--- src/rtl/serial_adder.sv ---
// serial_adder: bit-serial unsigned adder, one bit per clock, LSB first.
// A full-adder bit is built from two half_adder cells and an OR gate; the
// carry lives in a single flop between bit slots.
//
// Ports:
//   clk        rising-edge clock
//   rst_n      synchronous reset, active-low
//   start      add request, honoured only in IDLE or DONE
//   op_a/op_b  WIDTH-bit operands, captured when start is accepted
//   busy       high while bits are being shifted through the adder
//   done       one-cycle strobe, result/carry_out valid
//   result     (op_a + op_b) mod 2^WIDTH, held until the next completion
//   carry_out  carry out of bit WIDTH-1, held with result

module half_adder (
   input  logic a,
   input  logic b,
   output logic s,
   output logic c
);
   assign s = a ^ b;
   assign c = a & b;
endmodule

// state | meaning
// IDLE  | waiting for start
// SHIFT | one operand bit pair added per clock
// DONE  | done strobe cycle; start here begins the next add immediately
module serial_adder #(
   parameter int WIDTH = 8
) (
   input  logic             clk,
   input  logic             rst_n,
   input  logic             start,
   input  logic [WIDTH-1:0] op_a,
   input  logic [WIDTH-1:0] op_b,
   output logic             busy,
   output logic             done,
   output logic [WIDTH-1:0] result,
   output logic             carry_out
);
   localparam int CW = $clog2(WIDTH + 1);

   typedef enum logic [1:0] {IDLE, SHIFT, DONE} state_t;

   state_t           state;
   logic [WIDTH-1:0] a_sr;
   logic [WIDTH-1:0] b_sr;
   logic [WIDTH-1:0] sum_sr;
   logic             carry;
   // Down-counter of remaining bit slots; terminal count 0 marks the last bit.
   logic [CW-1:0]    cnt;

   logic             p0;
   logic             g0;
   logic             s_bit;
   logic             g1;
   logic             c_next;
   logic [WIDTH-1:0] sum_next;

   half_adder u_ha0 (.a(a_sr[0]), .b(b_sr[0]), .s(p0),    .c(g0));
   half_adder u_ha1 (.a(p0),      .b(carry),   .s(s_bit), .c(g1));
   assign c_next = g0 | g1;

   // Right shift with the new sum bit entering at the MSB; written this way
   // so it stays legal when WIDTH is 1.
   always_comb begin
      sum_next = sum_sr >> 1;
      sum_next[WIDTH-1] = s_bit;
   end

   always_ff @(posedge clk) begin
      if (!rst_n) begin
         state     <= IDLE;
         busy      <= 1'b0;
         done      <= 1'b0;
         result    <= '0;
         carry_out <= 1'b0;
         a_sr      <= '0;
         b_sr      <= '0;
         sum_sr    <= '0;
         carry     <= 1'b0;
         cnt       <= '0;
      end else begin
         case (state)
            IDLE, DONE: begin
               done <= 1'b0;
               if (start) begin
                  a_sr   <= op_a;
                  b_sr   <= op_b;
                  sum_sr <= '0;
                  carry  <= 1'b0;
                  cnt    <= CW'(WIDTH - 1);
                  busy   <= 1'b1;
                  state  <= SHIFT;
               end else begin
                  busy  <= 1'b0;
                  state <= IDLE;
               end
            end
            SHIFT: begin
               a_sr   <= a_sr >> 1;
               b_sr   <= b_sr >> 1;
               sum_sr <= sum_next;
               carry  <= c_next;
               if (cnt == '0) begin
                  result    <= sum_next;
                  carry_out <= c_next;
                  busy      <= 1'b0;
                  done      <= 1'b1;
                  state     <= DONE;
               end else begin
                  cnt <= cnt - 1'b1;
               end
            end
            default: begin
               busy  <= 1'b0;
               done  <= 1'b0;
               state <= IDLE;
            end
         endcase
      end
   end
endmodule
--- config.mk ---
export PLATFORM = sky130hd
export DESIGN_NAME = serial_adder
export DESIGN_NICKNAME = d
export VERILOG_FILES = /design/src/rtl/serial_adder.sv
export SDC_FILE = /design/constraint.sdc
export NUM_CORES = 1
export LEC_CHECK = 0
export CAP_MARGIN = 20
export CORE_ASPECT_RATIO = 1.4
export CORE_MARGIN = 3
export CORE_UTILIZATION = 58
export CTS_BUF_LIST = sky130_fd_sc_hd__clkbuf_8
export DETAILED_ROUTE_END_ITERATION = 10
export PLACE_DENSITY = 0.86
export REMOVE_ABC_BUFFERS = 1
export SETUP_SLACK_MARGIN = 0.5
export SYNTH_ARGS = -nofsm -noshare
export SYNTH_HDL_FRONTEND = slang
export SYNTH_HIERARCHICAL = 1
export SYNTH_SLANG_ARGS = --single-unit
export TNS_END_PERCENT = 10
--- constraint.sdc ---
create_clock -name clk -period 2.3 [get_ports clk]
set_input_delay 0.23 -clock clk [delete_from_list [all_inputs] [get_ports clk]]
set_output_delay 0.23 -clock clk [all_outputs]
set_load 0.02 [all_outputs]
### Yosys cells after proc, flatten, opt, wreduce, memory -nomap -nowiden

Cells that the tools add are included.

| word-level totals | value |
|---|---|
| register bits | 42 |
| logic and storage cells | 46 |

| operators by class | value |
|---|---|
| add/subtract/negate cells | 1 |
| equality and inequality tests | 5 |
| muxes and demuxes | 17 |
| bitwise logic cells | 5 |
| reductions and logical operators | 8 |

Operators with widths:

| cell | number |
|---|---|
| $pmux 8 s2 | 3 |
| $mux 8 | 3 |
| $mux 4 | 2 |
| $pmux 4 s2 | 1 |
| $ne 2x2->1 const B | 3 |
| $reduce_and 2->1 | 3 |
| $logic_not 4->1 | 1 |
| $mux 1 | 4 |
| $pmux 1 s2 | 2 |
| $pmux 2 s2 | 1 |
| $sub 4x1->4 const B | 1 |
| $reduce_and 3->1 | 1 |
| $and 1x1->1 | 2 |
| $eq 2x1->1 const B | 1 |
| $eq 2x2->1 const B | 1 |
| $logic_not 2->1 | 1 |
| $mux 2 | 1 |
| $reduce_bool 2->1 | 1 |
| $reduce_or 2->1 | 1 |
| $xor 1x1->1 | 2 |
| $or 1x1->1 | 1 |

### Depth between registers and ports, before layout

| depth | value |
|---|---|
| word-level depth | 4 |
| mapped depth | 6 |
| mapped depth without buffers | 5 |

### Hierarchy

Netlist, hierarchy kept.

By module, submodules not included:

| module | instances | cells an instance | area each (um^2) |
|---|---|---|---|
| serial_adder | 1 | 188 | 1,712.9 |
| half_adder | 2 | 1 | 12.5 |

### Worst setup path before layout

OpenSTA, ideal clock, no wires.

| timing path | value |
|---|---|
| kind | reg-to-reg |
| start point | reg cnt[0] |
| end point | reg carry_out |
| library setup time | 0.072 ns |
| arrival | 1.434 ns |
| required time | 2.228 ns |
| slack | 0.794 ns |
| stages on the path, launching flop included | 7 |
| path buffers | 1 |
| path through | dfxtp_1 > inv_1 > ha_1 > or3b_1 > buf_6 > nor2_8 > mux2i_1 |

| between the ends | value |
|---|---|
| longest elaborated chain between the ends | 2 |

Ends and longest elaborated chain:

| item | RTL line | source |
|---|---|---|
| from (decl) | 52 | `logic [CW-1:0] cnt;` |
| from (signal assigned) | 93 | `cnt <= CW'(WIDTH - 1);` |
| from (signal assigned) | 113 | `cnt <= cnt - 1'b1;` |
| $logic_not 4->1 | 106 | `if (cnt == '0) begin` |
| $reduce_and 2->1 (no source line) | -- |  |
| to (signal assigned) | 108 | `carry_out <= c_next;` |
| to (decl) | 40 | `output logic carry_out` |

No other way between the ends.
A chain may end at the register's enable or synchronous reset.

### Final worst setup path

| timing path | value |
|---|---|
| start point | reg cnt[0] |
| end point | reg result[1] |

| between the ends | value |
|---|---|
| longest elaborated chain between the ends | 2 |

Ends and longest elaborated chain:

| item | RTL line | source |
|---|---|---|
| $logic_not 4->1 | 106 |  |
| $reduce_and 2->1 (no source line) | -- |  |
| to (signal assigned) | 107 | `result <= sum_next;` |
| to (decl) | 39 | `output logic [WIDTH-1:0] result,` |

No other way between the ends.

==> impl_metrics.ini <==
[floorplanning]
core-area_sq_um = 2750
die_x_um = 52.3
die_y_um = 70.8
ios = 30
die_area_sq_um = 3700
initial_core_util_pct = 63.1
fp-row-count = 22

[clock_tree]
clk_pin_slew_worst_paths_ns = 0.07
cts_tree = yes
clock-sinks = 41
cts_buffers = 5
cts-root-to-sink-buffers = 2
ctsHoldBuffers = 0
htree_levels = 2
cts_setup_buffers = 0
clock-root-buffer = clkbuf_8
cts_resized = 0
clk_latency_ns = 0.29

[worst_setup_path]
cp.required_ns = 2.52
critPathMaxStageDelay_ns = 0.51
critPathBufInv = 1
end_kind = flop
r2r-end = result[1]$_SDFFE_PN0P_
critPathSlowestCell = or3b_1
cp_cell_sequence = inv_1 > ha_1 > or3b_1 > nor2_8 > mux2i_1
crit_path_start_kind = flop
critPathMaxFanout = 9
r2r_slack_ns = 0.56
critPathKind = reg -> reg
cp.arrival_ns = 1.96
critPathTopFamily = simple AND/OR/NAND/NOR gates
timing.rr.start = cnt[0]$_SDFFE_PN0P_
ff2ff_path_depth = 5

[final_layout]
stdcell_count = 252
area_growth_pct = 21.7
nets = 237
multiInputGateArea_sq_um = 827
drive_gt1_share_pct = 6.02
n_antenna_cell = 0
final_util_pct = 76.9
final-seq-area_sq_um = 821
fill_cells = 205

[drt]
vias_per_cell = 5.72
drc = 0
wl_um = 3440
first_pass_iters = 4
vias = 1441
ant_nets = 0
avgRoutedWirePerCell_um = 13.7
initialDrtViolationCount = 45

[timing]
grt_setup_unrepaired = false
finalSetupViolCount = 0
finClkSkew_ns = 0.00188
layout_min_cycle_time_ns = 1.74
drv_slew = 0
clock.fmax_mhz = 575
finalCritPeriodShare_pct = 75.6
maxSlewHeadroom_pct = 52.6
tightest_slew_ns = 0.711
setup_ws_ns = 0.560
hold_viol = 0
setup_tns_ns = 0

[grt]
grt_overflow_total = 0
grt_pass1_vias = 1363
grt.total_usage_pct = 21.0
grt_max_degree = 20
antenna_found_initial = 0
grt_pass1_wl_um = 5750

[yosys]
synth_area_leaders = dfxtp_1, a21boi_0, nand3_1, a22oi_1, nand2_1
ys_types = 25
postSynthAreaPerCell_sq_um = 9.15
synth.largest_area_cell = dfxtp_1
synth_warnings = 6
synth.most_common_cell = dfxtp_1
synthTopCellsByCount = dfxtp_1, nand3_1, nand2_1
async_flop_share_pct = 0
synth_edf_count = 0
synth_top_area_share_pct = 47.2
yosysSeqAreaShare_pct = 47.2
syn_area_sq_um = 1740
synth_flop_cell = dfxtp_1
synthCells = 190
ys_ff_latch = 41

[hold_path]
hp-class = reg -> reg
worst_hold_path.endpoint = result[0]$_SDFFE_PN0P_
holdCritStartpoint = result[0]$_SDFFE_PN0P_
worstHoldPathCells = 2

[power_and_ir_drop]
p_switching_mw = 0.379
finalPower_mw = 1.42
peakVddDrop_v = 0.000624
p_clk_share_pct = 30.9
switching_share_pct = 26.6
p_int_mw = 1.04
power.share.sequential_pct = 53.7
leakagePower_nw = 0.760
power_density_nw_per_um2 = 672
comb_power_share_pct = 15.4

[place]
dp_slack_ns = 0.595
dp_hpwl_um = 2440
dp.cells = 244
io_buffers = 29
gp_congestion = 0.757

[flow_run]
timing.max_cap.violations = 0

[run_status]
status = finished, final reports clean
## flip-flops by register name (all words and copies together) (netlist names)
signal / cells
cnt: 4
state: 2
done: 1
result: 8
carry: 1
sum_sr: 7
busy: 1
b_sr: 8
a_sr: 8
carry_out: 1
## power groups by stage
stage	Sequential [mW]	Clock, mW	Combinational, mW
after CTS	0.764	0.440	0.218
after global routing	0.768	0.478	0.240
final	0.764	0.439	0.219
after detailed placement	0.781	0	0.218
after floorplan	0.779	0	0.125
after global placement	0.778	0	0.211
## metal layers
metal  up-vias  routed length (um)  GRT usage (%)
met5         -                   0              0
met4         0                  73           11.4
met3         6                 168           6.95
met2        37                1820           35.1
met1       681                1380           22.8
li1        717                   -              -
## layout by cell type, fill, tap and decap left out, types with 2 or more instances in the layout
master	synthesis	routed
a21boi_0	25	25
a21oi_1	2	2
a22oi_1	14	14
buf_4	0	6
clkbuf_8	0	5
clkdlybuf4s50_1	0	29
dfxtp_1	41	41
ha_1	3	3
inv_1	2	5
mux2i_1	10	10
nand2_1	27	27
nand2b_1	2	2
nand3_1	28	28
nor2_1	5	5
nor2b_1	3	2
o21ai_0	2	2
## logic make-up (layout without fill, tap and decap cells)
family | after synthesis | in the layout | share of synthesized area (%)
adder cells (fa/ha/maj) | 3 | 3 | 2.16
AO/OA/AOI/OAI | 46 | 46 | 19.6
multiplexers | 10 | 10 | 5.76
buffers and inverters | 19 | 45 | 5.33
flip-flops | 41 | 41 | 47.2
AND/OR/NAND/NOR | 71 | 71 | 19.9
## tightest hold or removal path, stage by stage, from the launching register on
cell	delay, ns
dfxtp_1	0.31
nand2_1	0.05
mux2i_1	0.05
## final cells by class
cell class,instances,share of cell area (%)
clock inverter,3,0.532
clock buffer,5,3.25
tap,36,2.13
inverter,2,0.355
sequential,41,38.8
timing repair buffer,35,15.8
multi-input combinational,130,39.1
## stage by stage
step | hold WS [ns] | area (sq um)
after floorplan | 0.358 | 1650
after global placement | 0.442 | 2040
after detailed placement | 0.446 | 2040
after CTS | 0.463 | 2120
after global routing | 0.475 | 2120
final | 0.461 | 2120
## how the worst max path moves through the flow
stage,start,endpoint,slack (ns),cells after the start
floorplan,state[0]$_SDFFE_PN0P_,cnt[2]$_SDFFE_PN0P_,0.54,3
global placement,start,a_sr[1]$_SDFFE_PN0P_,0.66,5
detailed placement,start,b_sr[3]$_SDFFE_PN0P_,0.60,5
CTS,cnt[0]$_SDFFE_PN0P_,result[1]$_SDFFE_PN0P_,0.58,5
global route,cnt[0]$_SDFFE_PN0P_,result[1]$_SDFFE_PN0P_,0.51,5
finish,cnt[0]$_SDFFE_PN0P_,result[1]$_SDFFE_PN0P_,0.56,5
Note: power is estimated with default switching activity, not from simulation.
